$ cat src/rtl/ibex_fetch_req_ctrl_if.sv
// Instruction-bus handshake bundle between the fetch request controller and the memory side.
interface ibex_fetch_req_ctrl_if;
  logic        instr_req_o;
  logic        instr_gnt_i;
  logic [31:0] instr_addr_o;
  logic        instr_rvalid_i;
  logic [31:0] instr_rdata_i;
  logic        instr_err_i;

  modport master (
    output instr_req_o,
    output instr_addr_o,
    input  instr_gnt_i,
    input  instr_rvalid_i,
    input  instr_rdata_i,
    input  instr_err_i
  );

  modport slave (
    input  instr_req_o,
    input  instr_addr_o,
    output instr_gnt_i,
    output instr_rvalid_i,
    output instr_rdata_i,
    output instr_err_i
  );
endinterface

$ cat src/rtl/ibex_fetch_req_ctrl.sv
// Fetch request controller: issues word-aligned instruction-bus requests, tracks outstanding
// responses in order and forwards non-discarded responses to the fetch FIFO with zero latency.
module ibex_fetch_req_ctrl #(
  parameter int unsigned NUM_REQS = 2
) (
  input  logic        clk_i,
  input  logic        rst_ni,
  input  logic        req_i,
  input  logic        branch_i,
  input  logic [31:0] addr_i,
  output logic        busy_o,
  ibex_fetch_req_ctrl_if.master bus,
  output logic        fifo_clear_o,
  output logic [31:0] fifo_addr_o,
  output logic        fifo_valid_o,
  output logic [31:0] fifo_rdata_o,
  output logic        fifo_err_o,
  input  logic        fifo_ready_i
);

  logic [31:2]         fetch_addr_q, fetch_addr_d;
  logic [31:2]         stored_addr_q, stored_addr_d;
  logic                stored_valid_q, stored_valid_d;
  logic [31:2]         held_addr_q, held_addr_d;
  logic                held_discard_q, held_discard_d;
  logic                pending_q, pending_d;
  logic [NUM_REQS-1:0] outstanding_q, outstanding_d;
  logic [NUM_REQS-1:0] discard_q, discard_d;

  logic        new_req;
  logic        req;
  logic        granted;
  logic        retire;
  logic        append_discard;
  logic        placed;
  logic [31:2] addr_word;

  assign fifo_clear_o = branch_i;
  assign fifo_addr_o  = addr_i;

  // outstanding_q is filled from index 0 upwards, so the top bit alone means "full".
  assign new_req = req_i & fifo_ready_i & ~outstanding_q[NUM_REQS-1] & ~pending_q;
  assign req     = rst_ni & (new_req | pending_q);
  assign granted = req & bus.instr_gnt_i;
  assign retire  = bus.instr_rvalid_i & outstanding_q[0];

  assign addr_word = pending_q      ? held_addr_q   :
                     branch_i       ? addr_i[31:2]  :
                     stored_valid_q ? stored_addr_q : fetch_addr_q;

  // A held request targets a stale address once any branch has passed it by.
  assign append_discard = pending_q & (held_discard_q | branch_i);

  assign bus.instr_req_o  = req;
  assign bus.instr_addr_o = {addr_word, 2'b00};

  assign fifo_valid_o = retire & ~discard_q[0] & ~branch_i;
  assign fifo_rdata_o = bus.instr_rdata_i;
  assign fifo_err_o   = bus.instr_err_i;
  assign busy_o       = req | (|outstanding_q);

  always_comb begin
    outstanding_d = outstanding_q;
    discard_d     = discard_q;
    placed        = 1'b0;
    if (retire) begin
      outstanding_d = outstanding_q >> 1;
      discard_d     = discard_q >> 1;
    end
    if (branch_i) begin
      discard_d = discard_d | outstanding_d;
    end
    for (int unsigned i = 0; i < NUM_REQS; i++) begin
      if (granted && !placed && !outstanding_d[i]) begin
        outstanding_d[i] = 1'b1;
        discard_d[i]     = append_discard;
        placed           = 1'b1;
      end
    end
  end

  always_comb begin
    fetch_addr_d   = fetch_addr_q;
    stored_addr_d  = stored_addr_q;
    stored_valid_d = stored_valid_q;
    held_addr_d    = held_addr_q;
    held_discard_d = held_discard_q;
    pending_d      = req & ~bus.instr_gnt_i;

    if (req && !bus.instr_gnt_i && !pending_q) begin
      held_addr_d    = addr_word;
      held_discard_d = 1'b0;
    end

    if (branch_i) begin
      if (pending_q && !bus.instr_gnt_i) begin
        stored_addr_d  = addr_i[31:2];
        stored_valid_d = 1'b1;
        held_discard_d = 1'b1;
      end else begin
        stored_valid_d = 1'b0;
        fetch_addr_d   = (granted && !pending_q) ? 30'(addr_i[31:2] + 30'd1) : addr_i[31:2];
      end
    end else if (granted && !append_discard) begin
      fetch_addr_d   = 30'(addr_word + 30'd1);
      stored_valid_d = 1'b0;
    end
  end

  always_ff @(posedge clk_i or negedge rst_ni) begin
    if (!rst_ni) begin
      fetch_addr_q   <= '0;
      stored_addr_q  <= '0;
      stored_valid_q <= 1'b0;
      held_addr_q    <= '0;
      held_discard_q <= 1'b0;
      pending_q      <= 1'b0;
      outstanding_q  <= '0;
      discard_q      <= '0;
    end else begin
      fetch_addr_q   <= fetch_addr_d;
      stored_addr_q  <= stored_addr_d;
      stored_valid_q <= stored_valid_d;
      held_addr_q    <= held_addr_d;
      held_discard_q <= held_discard_d;
      pending_q      <= pending_d;
      outstanding_q  <= outstanding_d;
      discard_q      <= discard_d;
    end
  end

endmodule

$ cat src/flat_wrapper.sv
// flat-port wrapper written by rule: the top's interface ports become plain ports
module ibex_fetch_req_ctrl_flat 
#(
  parameter int unsigned NUM_REQS = 2
)
  (clk_i, rst_ni, req_i, branch_i, addr_i, busy_o, fifo_clear_o, fifo_addr_o, fifo_valid_o, fifo_rdata_o, fifo_err_o, fifo_ready_i, bus_instr_req_o, bus_instr_addr_o, bus_instr_gnt_i, bus_instr_rvalid_i, bus_instr_rdata_i, bus_instr_err_i);
  ibex_fetch_req_ctrl_if bus_i ();
  input  logic clk_i;
  input  logic rst_ni;
  input  logic req_i;
  input  logic branch_i;
  input  logic [31:0] addr_i;
  output logic busy_o;
  output logic fifo_clear_o;
  output logic [31:0] fifo_addr_o;
  output logic fifo_valid_o;
  output logic [31:0] fifo_rdata_o;
  output logic fifo_err_o;
  input  logic fifo_ready_i;
  output wire logic [$bits(bus_i.instr_req_o)-1:0] bus_instr_req_o;
  output wire logic [$bits(bus_i.instr_addr_o)-1:0] bus_instr_addr_o;
  input wire logic [$bits(bus_i.instr_gnt_i)-1:0] bus_instr_gnt_i;
  input wire logic [$bits(bus_i.instr_rvalid_i)-1:0] bus_instr_rvalid_i;
  input wire logic [$bits(bus_i.instr_rdata_i)-1:0] bus_instr_rdata_i;
  input wire logic [$bits(bus_i.instr_err_i)-1:0] bus_instr_err_i;
  assign bus_instr_req_o = bus_i.instr_req_o;
  assign bus_instr_addr_o = bus_i.instr_addr_o;
  assign bus_i.instr_gnt_i = bus_instr_gnt_i;
  assign bus_i.instr_rvalid_i = bus_instr_rvalid_i;
  assign bus_i.instr_rdata_i = bus_instr_rdata_i;
  assign bus_i.instr_err_i = bus_instr_err_i;
  ibex_fetch_req_ctrl #(.NUM_REQS(NUM_REQS)) u_core (.clk_i(clk_i), .rst_ni(rst_ni), .req_i(req_i), .branch_i(branch_i), .addr_i(addr_i), .busy_o(busy_o), .bus(bus_i), .fifo_clear_o(fifo_clear_o), .fifo_addr_o(fifo_addr_o), .fifo_valid_o(fifo_valid_o), .fifo_rdata_o(fifo_rdata_o), .fifo_err_o(fifo_err_o), .fifo_ready_i(fifo_ready_i));
endmodule
$ cat config.mk
export PLATFORM = sky130hd
export DESIGN_NAME = ibex_fetch_req_ctrl_flat
export DESIGN_NICKNAME = d
export VERILOG_FILES = /design/src/rtl/ibex_fetch_req_ctrl_if.sv /design/src/rtl/ibex_fetch_req_ctrl.sv /design/src/flat_wrapper.sv
export SDC_FILE = /design/constraint.sdc
export NUM_CORES = 1
export LEC_CHECK = 0
export CAP_MARGIN = 20
export CORE_MARGIN = 2
export CORE_UTILIZATION = 50
export DETAILED_ROUTE_END_ITERATION = 7
export MAX_ROUTING_LAYER = met4
export PLACE_DENSITY = 0.84
export SLEW_MARGIN = 20
export SYNTH_ARGS = -nofsm -noshare
export SYNTH_HDL_FRONTEND = slang
export SYNTH_SLANG_ARGS = --single-unit
$ cat constraint.sdc
create_clock -name clk_i -period 4.8 [get_ports clk_i]
set_input_delay 0.72 -clock clk_i [delete_from_list [all_inputs] [get_ports clk_i]]
set_output_delay 0.72 -clock clk_i [all_outputs]
set_load 0.02 [all_outputs]
==> impl_results.md <==
- Clock skew: 0.008622 ns
- Ys async rst share: 100.0%
- Leakage: around 3.2 nW
- CTS sink cnt: 97
- Largest net degree at the start of global routing: 62
- Setup TNS: 0 ns
- Antenna cells: 0
- Root Driver: clkbuf_16
- Worst-path clk slew: 0.06 ns
- Status: complete, no violations
- Yosys cell types: 70
- Share of cells above drive strength 1: 11.12%
- Final setup fails: 0
- Register area share after synthesis: 35.02%
- Vias post-DR: 6207
- Fmax: 242.7 MHz
- Boundary pin count: 173
- Syn Inst Count: around 800
- Final WL: 19.56 mm
- Prevailing post-synth register cell: dfrtp_1
- Max-Cap Viols: 0
- GRT Util Overall: 27.94%
- CTS HTree Levels: 3
- Maximum VDD drop: 166.9 uV
- Worst Tran Pin Value: roughly 0.93 ns
- Post-CTS resize count: 0
- Commonest non-fill, non-tap cell in the layout: nand2_1
- Routability cong.: 0.9476
- Number of CTS-inserted buffers: 9
- Overflow after GRT: 0
- Fin. Hold Viols: 0
- Starting Density: 50.52%
- First-pass GRT wire length: 31.48 mm
- Final period util: 85.85%
- Mean post-synth cell area: between 8 and 9 um^2
- Synthesized flop and latch total: 97
- Startpoint Class: flip-flop
- Die ar.: around 15000 um^2
- Core footprint: approximately 14000 um^2
- Drt initial violations: 675
- P&R area growth vs syn: 13.76%
- Critical path arrival: 3.40 ns
- Nets: 887
- Port bufs: 100
- Crit Path Category: flip-flop to output port
- Dpl hpwl: between 10 and 15 mm
- DRC violations left: 0
- Deepest clock path buffer count: 2
- Final Critical Period: 4.121 ns
- Core Rows: between 40 and 50
- Post-synthesis cell area: slightly below 7000 um^2
- Post-route ant nets: 0
- Slew margin rel.: 37.73%
- Final std cells w/o fill: 998
- Post-CTS Setup Inserts: 0
- Die width: 121.7 um
- Power per cell area: 357.3 nW/um^2
- Synth warn: 0
- Vias/cell: 6.219
- CTS tree: built
- Vias in the first global route: 5934
- Die height: 121.7 um
- CP Data Required Time: 4.08 ns
- EDFF count, synth: 0
- RSZ-0062 raised after global routing: no
- Dpl cells: slightly below 1000
- Tightest Hold Check Type: input port to async pin
- Commonest non-fill, non-tap cells in the layout: 101 x nand2_1, 98 x clkdlybuf4s50_1, 96 x dfrtp_1
- Max Fanout on Critical Path: 43
- Mean routed wirelength per cell: slightly below 20 um
- Initial antenna violation count: 0
- DRT Pass-1 Iters: 7
- CP Capture Type: output port
- Worst-Skew Late Latency: 0.35 ns
- CTS hold repair buffers: 0
- Final Slew Violations: 0
worst max-delay path, cell delays in order, from the launching register on:
cell and delay, ns:
dfrtp_2 0.82, buf_4 0.42, nor2b_1 0.08, buf_4 0.21, a222oi_1 0.74, clkdlybuf4s50_1 0.77
synthesized netlist by cell type (4+ instances only):
master	count	area, um^2
a22oi_1	4	30.03
a222oi_1	6	60.06
o21ai_0	68	340.3
buf_6	4	45.04
nor2_1	31	116.4
or3_1	7	43.79
nand2b_1	6	37.54
a221o_1	4	40.04
o22ai_1	5	31.28
buf_4	70	525.5
nor3b_1	6	45.04
nor2b_1	9	56.30
and4_1	8	70.07
dfrtp_1	97	2427
a221oi_1	4	35.03
xnor2_1	26	227.7
o21a_1	5	37.54
a31oi_1	4	25.02
o211ai_1	10	75.07
and3_1	8	50.05
o221ai_1	4	35.03
nand3_1	25	125.1
inv_1	27	101.4
nor4_1	6	37.54
and2_1	4	25.02
xor2_1	15	131.4
a21oi_1	26	130.1
clkbuf_1	28	105.1
nand2_1	101	379.1
mux2_2	39	439.2
buf_2	8	40.04
nand4_1	12	75.07
mux2i_1	35	350.3
o21ai_1	4	20.02
nor3_1	19	95.09
sequential cells by signal, indices dropped and copies added (netlist names):
register and count:
u_core.fetch_addr_q 30, u_core.outstanding_q 2, u_core.pending_q 1, u_core.held_discard_q 1
u_core.discard_q 2, u_core.stored_valid_q 1, u_core.stored_addr_q 30, u_core.held_addr_q 30
through the flow:
step / area (um^2) / power [mW] / util, % / setup WS [ns] / hold slack (ns)
finish: 7884 / 2.817 / 57.46 / 0.6792 / 0.2286
global route: 7884 / 2.979 / 57.46 / 0.5408 / 0.2343
CTS: 7884 / 2.816 / 57.46 / 0.7680 / 0.2248
detailed placement: 7594 / 2.089 / 55.35 / 0.5857 / 0.4701
global placement: 7594 / 2.053 / 55.35 / 0.7419 / 0.4608
floorplan: 6934 / 1.800 / - / 0.6422 / 0.4244
per-layer routing:
metal / GRT usage, % / up-vias / share of wire, %
met3: 4.916 / 42 / 9.5
met1: 37.04 / 2965 / 41
met2: 41.75 / 375 / 46
met5: - / - / 0
met4: 13.15 / 0 / 2.8
li1: - / 2825 / -
cell families (layout without fill, tap and decap cells):
| kind of cell | after synthesis | in the layout | share of synthesized area, % |
|---|---|---|---|
| and+or+nand+nor | 266 | 266 | 20.22 |
| AOI/OAI and AO/OA | 171 | 171 | 15.82 |
| buffers and inverters | 140 | 165 | 11.95 |
| DFF | 97 | 97 | 35.02 |
| muxes | 74 | 74 | 11.39 |
| xor gates and xnor gates | 41 | 41 | 5.182 |
| adders and majority gates | 2 | 2 | 0.3610 |
| other | 1 | 2 | 0.05411 |
power by group:
group,internal [mW],switching [mW]
clock,0.417,0.309
sequential,1.06,0.165
combinational,0.384,0.480
total,1.86,0.954
path summary, 6_finish.rpt:
kind | startpoint | cells after the start | endpoint | slack [ns]
setup / recovery | u_core.pending_q | 5 | bus_instr_addr_o[19] | 0.68
hold / removal | rst_ni | 1 | u_core.held_addr_q[6] | 0.23
setup reg to reg | u_core.pending_q | 11 | u_core.fetch_addr_q[22] | 1.07
hold reg to reg | u_core.held_addr_q[20] | 2 | u_core.held_addr_q[20] | 0.48
max in group asynchronous | rst_ni | 2 | u_core.fetch_addr_q[9] | 3.52
min in group clk_i | u_core.held_addr_q[20] | 2 | u_core.held_addr_q[20] | 0.48
final cells by class:
class                   count  area, um^2
flip-flops and latches     97        2429
repair buffers            121        1151
well taps                 180       225.2
inverters                  28       105.1
clock buffers              13       250.2
fillers                  1186        5836
multi-input cells         556        3684
clock inverters             3       40.04
Power figures use the tool's default switching activity.
